===== src/rtl/led_seq_pkg.sv =====
`default_nettype none
// ============================================================================
// Module      : led_seq_pkg
// Description : Shared encodings for the LED sequencer: FSM states, chase
//               direction, the highest LED position, and small helpers for
//               one-hot LED decoding and direction reversal.
// Revision    : 1.0 - initial release
// ============================================================================
package led_seq_pkg;

    typedef enum logic [1:0] {
        ST_IDLE  = 2'd0,
        ST_RUN   = 2'd1,
        ST_PAUSE = 2'd2
    } state_t;

    typedef enum logic {
        DIR_UP   = 1'b0,
        DIR_DOWN = 1'b1
    } dir_t;

    localparam logic [1:0] POS_MAX = 2'd2;

    function automatic logic [2:0] pos_to_led(input logic [1:0] pos);
        return 3'b001 << pos;
    endfunction

    function automatic dir_t flip_dir(input dir_t d);
        return (d == DIR_UP) ? DIR_DOWN : DIR_UP;
    endfunction

endpackage
`default_nettype wire


===== src/rtl/debouncer.sv =====
`default_nettype none
// ============================================================================
// Module      : debouncer
// Description : One pushbutton input path: 2-FF synchroniser, stability
//               counter and press-event generator.
//   clk       in  system clock
//   rst_n     in  asynchronous active-low reset
//   i_btn_n   in  raw button, active-low, asynchronous
//   o_pressed out debounced level, 1 = button held down
//   o_press   out one-cycle pulse on each debounced press
// Revision    : 1.0 - initial release
// ============================================================================
module debouncer #(
    parameter int DEBOUNCE_CYCLES = 120_000
) (
    input  logic clk,
    input  logic rst_n,
    input  logic i_btn_n,
    output logic o_pressed,
    output logic o_press
);

    localparam int CNT_W = (DEBOUNCE_CYCLES > 1) ? $clog2(DEBOUNCE_CYCLES) : 1;
    localparam logic [CNT_W-1:0] CNT_MAX = CNT_W'(DEBOUNCE_CYCLES - 1);

    logic             r_sync1;
    logic             r_sync2;
    logic             r_state;   // debounced level, active-low like the pin
    logic [CNT_W-1:0] r_cnt;
    logic             r_press;

    always_ff @(posedge clk or negedge rst_n) begin
        if (!rst_n) begin
            r_sync1 <= 1'b1;
            r_sync2 <= 1'b1;
            r_state <= 1'b1;
            r_cnt   <= '0;
            r_press <= 1'b0;
        end else begin
            r_sync1 <= i_btn_n;
            r_sync2 <= r_sync1;
            r_press <= 1'b0;
            if (r_sync2 != r_state) begin
                // This cycle is the DEBOUNCE_CYCLES-th consecutive mismatch.
                if (r_cnt == CNT_MAX) begin
                    r_state <= r_sync2;
                    r_cnt   <= '0;
                    r_press <= ~r_sync2;
                end else begin
                    r_cnt <= r_cnt + 1'b1;
                end
            end else begin
                r_cnt <= '0;
            end
        end
    end

    assign o_pressed = ~r_state;
    assign o_press   = r_press;

endmodule
`default_nettype wire


===== src/rtl/led_sequencer.sv =====
`default_nettype none
// ============================================================================
// Module      : led_sequencer
// Description : Runs a one-hot chaser on three LEDs, controlled by two
//               debounced active-low pushbuttons. btn0 starts/pauses/resumes,
//               btn1 reverses direction, both together stop.
//   clk      in  system clock
//   rst_btn  in  asynchronous active-low reset
//   pmod     in  [1:0] raw pushbuttons, active-low
//   led      out [2:0] LED drive, active-high, registered
// Config      : LED_SEQ_PINGPONG_EN - bounce at the ends instead of wrapping
// Revision    : 1.0 - initial release
// ============================================================================
module led_sequencer
    import led_seq_pkg::*;
#(
    parameter int DEBOUNCE_CYCLES = 120_000,
    parameter int STEP_CYCLES     = 3_000_000
) (
    input  logic       clk,
    input  logic       rst_btn,
    input  logic [1:0] pmod,
    output logic [2:0] led
);

    localparam int TIMER_W = (STEP_CYCLES > 1) ? $clog2(STEP_CYCLES) : 1;
    localparam logic [TIMER_W-1:0] TIMER_MAX = TIMER_W'(STEP_CYCLES - 1);

    logic [1:0] w_btn_pressed;
    logic [1:0] w_btn_press;

    for (genvar i = 0; i < 2; i++) begin : g_btn
        debouncer #(
            .DEBOUNCE_CYCLES(DEBOUNCE_CYCLES)
        ) u_debouncer (
            .clk      (clk),
            .rst_n    (rst_btn),
            .i_btn_n  (pmod[i]),
            .o_pressed(w_btn_pressed[i]),
            .o_press  (w_btn_press[i])
        );
    end

    state_t             r_state;
    dir_t               r_dir;
    logic [1:0]         r_pos;
    logic [TIMER_W-1:0] r_timer;
    logic [2:0]         r_led;

    logic       w_chord;
    logic       w_terminal;
    logic [1:0] w_step_pos;
    dir_t       w_step_dir;

    // A press while the other button is already held (which includes both
    // presses landing in the same cycle) is a stop request.
    assign w_chord = (w_btn_press[0] & w_btn_pressed[1]) |
                     (w_btn_press[1] & w_btn_pressed[0]);

    assign w_terminal = (r_timer == TIMER_MAX);

    always_comb begin
        w_step_pos = r_pos;
        w_step_dir = r_dir;
`ifdef LED_SEQ_PINGPONG_EN
        if (r_dir == DIR_UP) begin
            if (r_pos == POS_MAX) begin
                w_step_dir = DIR_DOWN;
                w_step_pos = POS_MAX - 2'd1;
            end else begin
                w_step_pos = r_pos + 2'd1;
            end
        end else begin
            if (r_pos == 2'd0) begin
                w_step_dir = DIR_UP;
                w_step_pos = 2'd1;
            end else begin
                w_step_pos = r_pos - 2'd1;
            end
        end
`else
        if (r_dir == DIR_UP) begin
            w_step_pos = (r_pos == POS_MAX) ? 2'd0 : r_pos + 2'd1;
        end else begin
            w_step_pos = (r_pos == 2'd0) ? POS_MAX : r_pos - 2'd1;
        end
`endif
    end

    // led is updated on the same edge as the state/pos it reflects.
    always_ff @(posedge clk or negedge rst_btn) begin
        if (!rst_btn) begin
            r_state <= ST_IDLE;
            r_dir   <= DIR_UP;
            r_pos   <= 2'd0;
            r_timer <= '0;
            r_led   <= 3'b000;
        end else if (w_chord) begin
            r_state <= ST_IDLE;
            r_pos   <= 2'd0;
            r_timer <= '0;
            r_led   <= 3'b000;
        end else begin
            case (r_state)
                ST_IDLE: begin
                    if (w_btn_press[0]) begin
                        r_state <= ST_RUN;
                        r_pos   <= 2'd0;
                        r_timer <= '0;
                        r_led   <= pos_to_led(2'd0);
                    end
                    if (w_btn_press[1]) begin
                        r_dir <= flip_dir(r_dir);
                    end
                end
                ST_RUN: begin
                    if (w_btn_press[0]) begin
                        r_state <= ST_PAUSE;
                    end else if (w_terminal) begin
                        // Step uses the current direction; a simultaneous
                        // btn1 reversal applies from the following step.
                        r_timer <= '0;
                        r_pos   <= w_step_pos;
                        r_led   <= pos_to_led(w_step_pos);
                        r_dir   <= w_btn_press[1] ? flip_dir(w_step_dir) : w_step_dir;
                    end else begin
                        r_timer <= r_timer + 1'b1;
                        if (w_btn_press[1]) begin
                            r_dir <= flip_dir(r_dir);
                        end
                    end
                end
                ST_PAUSE: begin
                    if (w_btn_press[0]) begin
                        r_state <= ST_RUN;
                    end
                    if (w_btn_press[1]) begin
                        r_dir <= flip_dir(r_dir);
                    end
                end
                default: begin
                    r_state <= ST_IDLE;
                    r_pos   <= 2'd0;
                    r_timer <= '0;
                    r_led   <= 3'b000;
                end
            endcase
        end
    end

    assign led = r_led;

endmodule
`default_nettype wire


===== config.mk =====
export PLATFORM = sky130hd
export DESIGN_NAME = led_sequencer
export DESIGN_NICKNAME = d
export VERILOG_FILES = /design/src/rtl/led_seq_pkg.sv /design/src/rtl/debouncer.sv /design/src/rtl/led_sequencer.sv
export SDC_FILE = /design/constraint.sdc
export NUM_CORES = 1
export LEC_CHECK = 0
export CORE_AREA = 2 2 76 133
export CTS_CLUSTER_DIAMETER = 100
export DETAILED_ROUTE_END_ITERATION = 8
export DIE_AREA = 0 0 78 135
export MAX_ROUTING_LAYER = met4
export PLACE_DENSITY_LB_ADDON = 0.3
export SLEW_MARGIN = 30
export SYNTH_ARGS = -nofsm -noshare
export SYNTH_HDL_FRONTEND = slang
export SYNTH_SLANG_ARGS = --single-unit
export TNS_END_PERCENT = 10

===== constraint.sdc =====
create_clock -name clk -period 2.1 [get_ports clk]
set_input_delay 0.63 -clock clk [delete_from_list [all_inputs] [get_ports clk]]
set_output_delay 0.63 -clock clk [all_outputs]
set_load 0.05 [all_outputs]

==> flow_metrics.py, run 1 <==
metrics = {
    "die": {
        "io_pins": 7,
        "fp.dieW_um": 78,
        "core_um2": 9409,
        "die-area_um2": 10530,
        "start_util": 0.3953,
        "num_rows": 47,
        "die_h_um": 135,
    },
    "synthesis": {
        "yosysSeqAreaShare": 0.4864,
        "synth_area_leaders": "dfrtp_1 44%, xor2_1 5.4%, nor2_1 4.7%, dfstp_2 4.2%, nand2_1 3.7%",
        "synth.net_count": 381,
        "avgSynthCellArea_um2": 10.03,
        "synth_most_common_cell": "dfrtp_1",
        "synth_flop_cell": "dfrtp_1",
        "yosysUniqueCellTypes": 52,
        "synth_common_cells": "66 x dfrtp_1, 47 x nor2_1, 37 x nand2_1",
        "yosysTopAreaCell": "dfrtp_1",
        "synthArstFlopShare": 1.000,
        "yosysWarnings": 0,
        "netlist.area_leader.share": 0.4440,
        "ys_seq_elements": 72,
        "syn_inst": 371,
        "synth_edf_count": 0,
        "synth_area_um2": 3720,
    },
    "drt": {
        "dr.pass1.iters": 5,
        "routed_via_density": 5.475,
        "ant_nets": 0,
        "drc": 0,
        "wire_per_inst_um": 13.79,
        "vias": 2787,
        "routed_wl_mm": 7.017,
        "drtIter0Drc": 135,
    },
    "critical_path": {
        "arrival_ns": 2.20,
        "worst_setup_path_start_kind": "flop",
        "startpoint": "g_btn[0].u_debouncer.r_state$_DFFE_PN1P_",
        "slowest_stage": "dfstp_2",
        "cp_num_buf_inv": 1,
        "max_stage_delay_ns": 0.57,
        "required_ns": 2.35,
        "crit_type": "reg -> reg",
        "worstPathMaxFanout": 25,
        "rr_startpoint": "g_btn[0].u_debouncer.r_state$_DFFE_PN1P_",
        "cp_top_family": "simple AND/OR/NAND/NOR gates",
        "path_cells": "nand2b_1 > nand3_1 > a21oi_4 > buf_4 > or2b_1 > a31oi_1",
        "end_kind": "flop",
    },
    "place": {
        "dp_hpwl_mm": 4.777,
        "place_ws_ns": 0.1767,
        "place_inst": 493,
        "place.gp.congestion": 0.7980,
        "dpl-instance-area_um2": 3909,
        "port_buffers": 6,
    },
    "power_and_ir_drop": {
        "power_mw": 3.137,
        "ir_drop_uv": 655.1,
        "power_leakage_nw": 1.782,
        "p_per_area_nw_per_um2": 740.8,
    },
    "timing": {
        "finalSetupViolCount": 0,
        "slew_viol_final": 0,
        "hold_slack_ns": 0.2970,
        "max-slew-margin-rel": 0.6369,
        "rsz0062_at_grt": "false",
        "worstMarginPinSlew_ns": 0.5397,
        "hold_viol_final": 0,
        "timing.final.crit_period_ns": 1.950,
        "max_freq_mhz": 512.8,
        "fin_tns_setup_ns": 0,
        "post-route-period-util": 0.9286,
        "finClkSkew_ns": 0.006783,
        "setup_ws_ns": 0.1500,
    },
    "cells_and_area": {
        "design_area_um2": 4234,
        "multiInputGateArea_um2": 1812,
        "nNetsFinal": 392,
        "fin_cells": 509,
        "nFillCells": 908,
        "syn_to_final_growth_pct": 13.82,
        "seqCellArea_um2": 1809,
        "utilization": 0.4500,
        "layout-drive-gt1-share": 0.1189,
        "diodes": 0,
    },
    "grt": {
        "grt_pass1_vias": 2859,
        "grt_pass1_wl_mm": 12.59,
        "gr-total-overflow": 0,
        "grt_usage": 0.1538,
        "grt_max_degree": 73,
        "antenna_found_initial": 0,
    },
    "clock_tree": {
        "insertion_delay_ns": 0.33,
        "cts_buffers": 9,
        "ctsRootBufferMaster": "clkbuf_16",
        "cts_resized": 0,
        "htree_levels": 3,
        "clock_tree.buffer_depth": 2,
        "cts_setup_buffers": 0,
        "clock_sinks": 72,
        "clk_pin_slew_ns": 0.06,
        "hold_buffers": 0,
        "cts_tree": "done",
    },
    "worst_hold_path": {
        "hold_class": "in -> async",
    },
    "run_status": {
        "status": "finished, final reports clean",
    },
    "run": {
        "cap_violations": 0,
    },
}
==> logic make-up (layout without fill, tap and decap cells) <==
group                      after synthesis  count (layout)  synth area share
and+or+nand+nor                        178             178            0.2637
DFF                                     72              72            0.4864
AOI/OAI and AO/OA                       58              58            0.1103
xor gates and xnor gates                33              33           0.07770
buffers and inverters                   19              35           0.02758
adders and majority gates                6               6           0.02018
muxes                                    5               5           0.01413
==> worst register-to-register path: stages, from the launching register on <==
cell      delay (ns)
dfstp_2         0.57
nand2b_1        0.23
nand3_1         0.20
a21oi_4         0.16
buf_4           0.27
or2b_1          0.26
a31oi_1         0.17
==> routing by layer <==
metal  wire length [um]  global-route usage  share of wire  vias up
met1               2913              0.1608           0.42     1378
met2               3772              0.2658           0.54       33
met5                  0                   -              0        -
li1                   -                   -              -     1365
met4                150             0.07407          0.021        0
met3                180             0.04144          0.026       11
==> power breakdown <==
part	leakage (nW)	switching (mW)	internal (mW)	total (mW)
Combinational	0.642	0.0440	0.0190	0.0630
Sequential	0.980	0.0109	1.40	1.42
Clock	0.160	0.555	1.10	1.66
Total	1.78	0.610	2.53	3.14
==> final cells by class <==
class,count,share of cell area
multi-input combinational,280,0.4279
sequential,72,0.4273
clock buffer,13,0.06147
tap,122,0.03605
timing repair buffer,13,0.02660
clock inverter,3,0.01537
inverter,6,0.005319
==> flip-flops by register name, summed over array words and instances (netlist names) <==
name and flops:
r_dir 1, led 3, r_timer 22, r_state 2, g_btn.u_debouncer.r_sync1 2, g_btn.u_debouncer.r_sync2 2
g_btn.u_debouncer.r_state 2, g_btn.u_debouncer.o_press 2, g_btn.u_debouncer.r_cnt 34, r_pos 2
==> cell usage in the layout (no fill, tap or decap), types with 5 or more instances in the layout <==
| cell type | instances |
|---|---|
| a41oi_1 | 8 |
| nand4_1 | 12 |
| nand3b_1 | 5 |
| a31oi_1 | 22 |
| o21ai_0 | 6 |
| dfstp_2 | 6 |
| nor2_1 | 47 |
| dfrtp_1 | 66 |
| ha_1 | 6 |
| nand2_1 | 37 |
| inv_1 | 6 |
| xor2_1 | 23 |
| buf_4 | 9 |
| nand3_1 | 22 |
| xnor2_1 | 10 |
| clkbuf_16 | 9 |
| and3_1 | 12 |
==> final timing paths <==
kind / end / slack (ns) / depth (start not counted)
min in group clk: g_btn[1].u_debouncer.r_sync2$_DFF_PN1_ / 0.35 / 0
max in group asynchronous: g_btn[0].u_debouncer.r_sync1$_DFF_PN1_ / 1.43 / 2
max: r_timer[10]$_DFFE_PN0P_ / 0.15 / 6
min reg2reg: g_btn[1].u_debouncer.r_sync2$_DFF_PN1_ / 0.35 / 0
max reg2reg: r_timer[10]$_DFFE_PN0P_ / 0.15 / 6
min: r_timer[17]$_DFFE_PN0P_ / 0.30 / 2
(Power assumes the default switching activity.)
==> run 2: changes to the inputs <==
--- a/config.mk
+++ b/config.mk
@@ -6,7 +6,7 @@
 export NUM_CORES = 1
 export LEC_CHECK = 0
 export CORE_AREA = 2 2 76 133
-export CTS_CLUSTER_DIAMETER = 100
+export CTS_CLUSTER_DIAMETER = 200
 export DETAILED_ROUTE_END_ITERATION = 8
 export DIE_AREA = 0 0 78 135
 export MAX_ROUTING_LAYER = met4
==> results of run 2 <==
No change in the layout: final DEF, timing and power equal those of run 1.
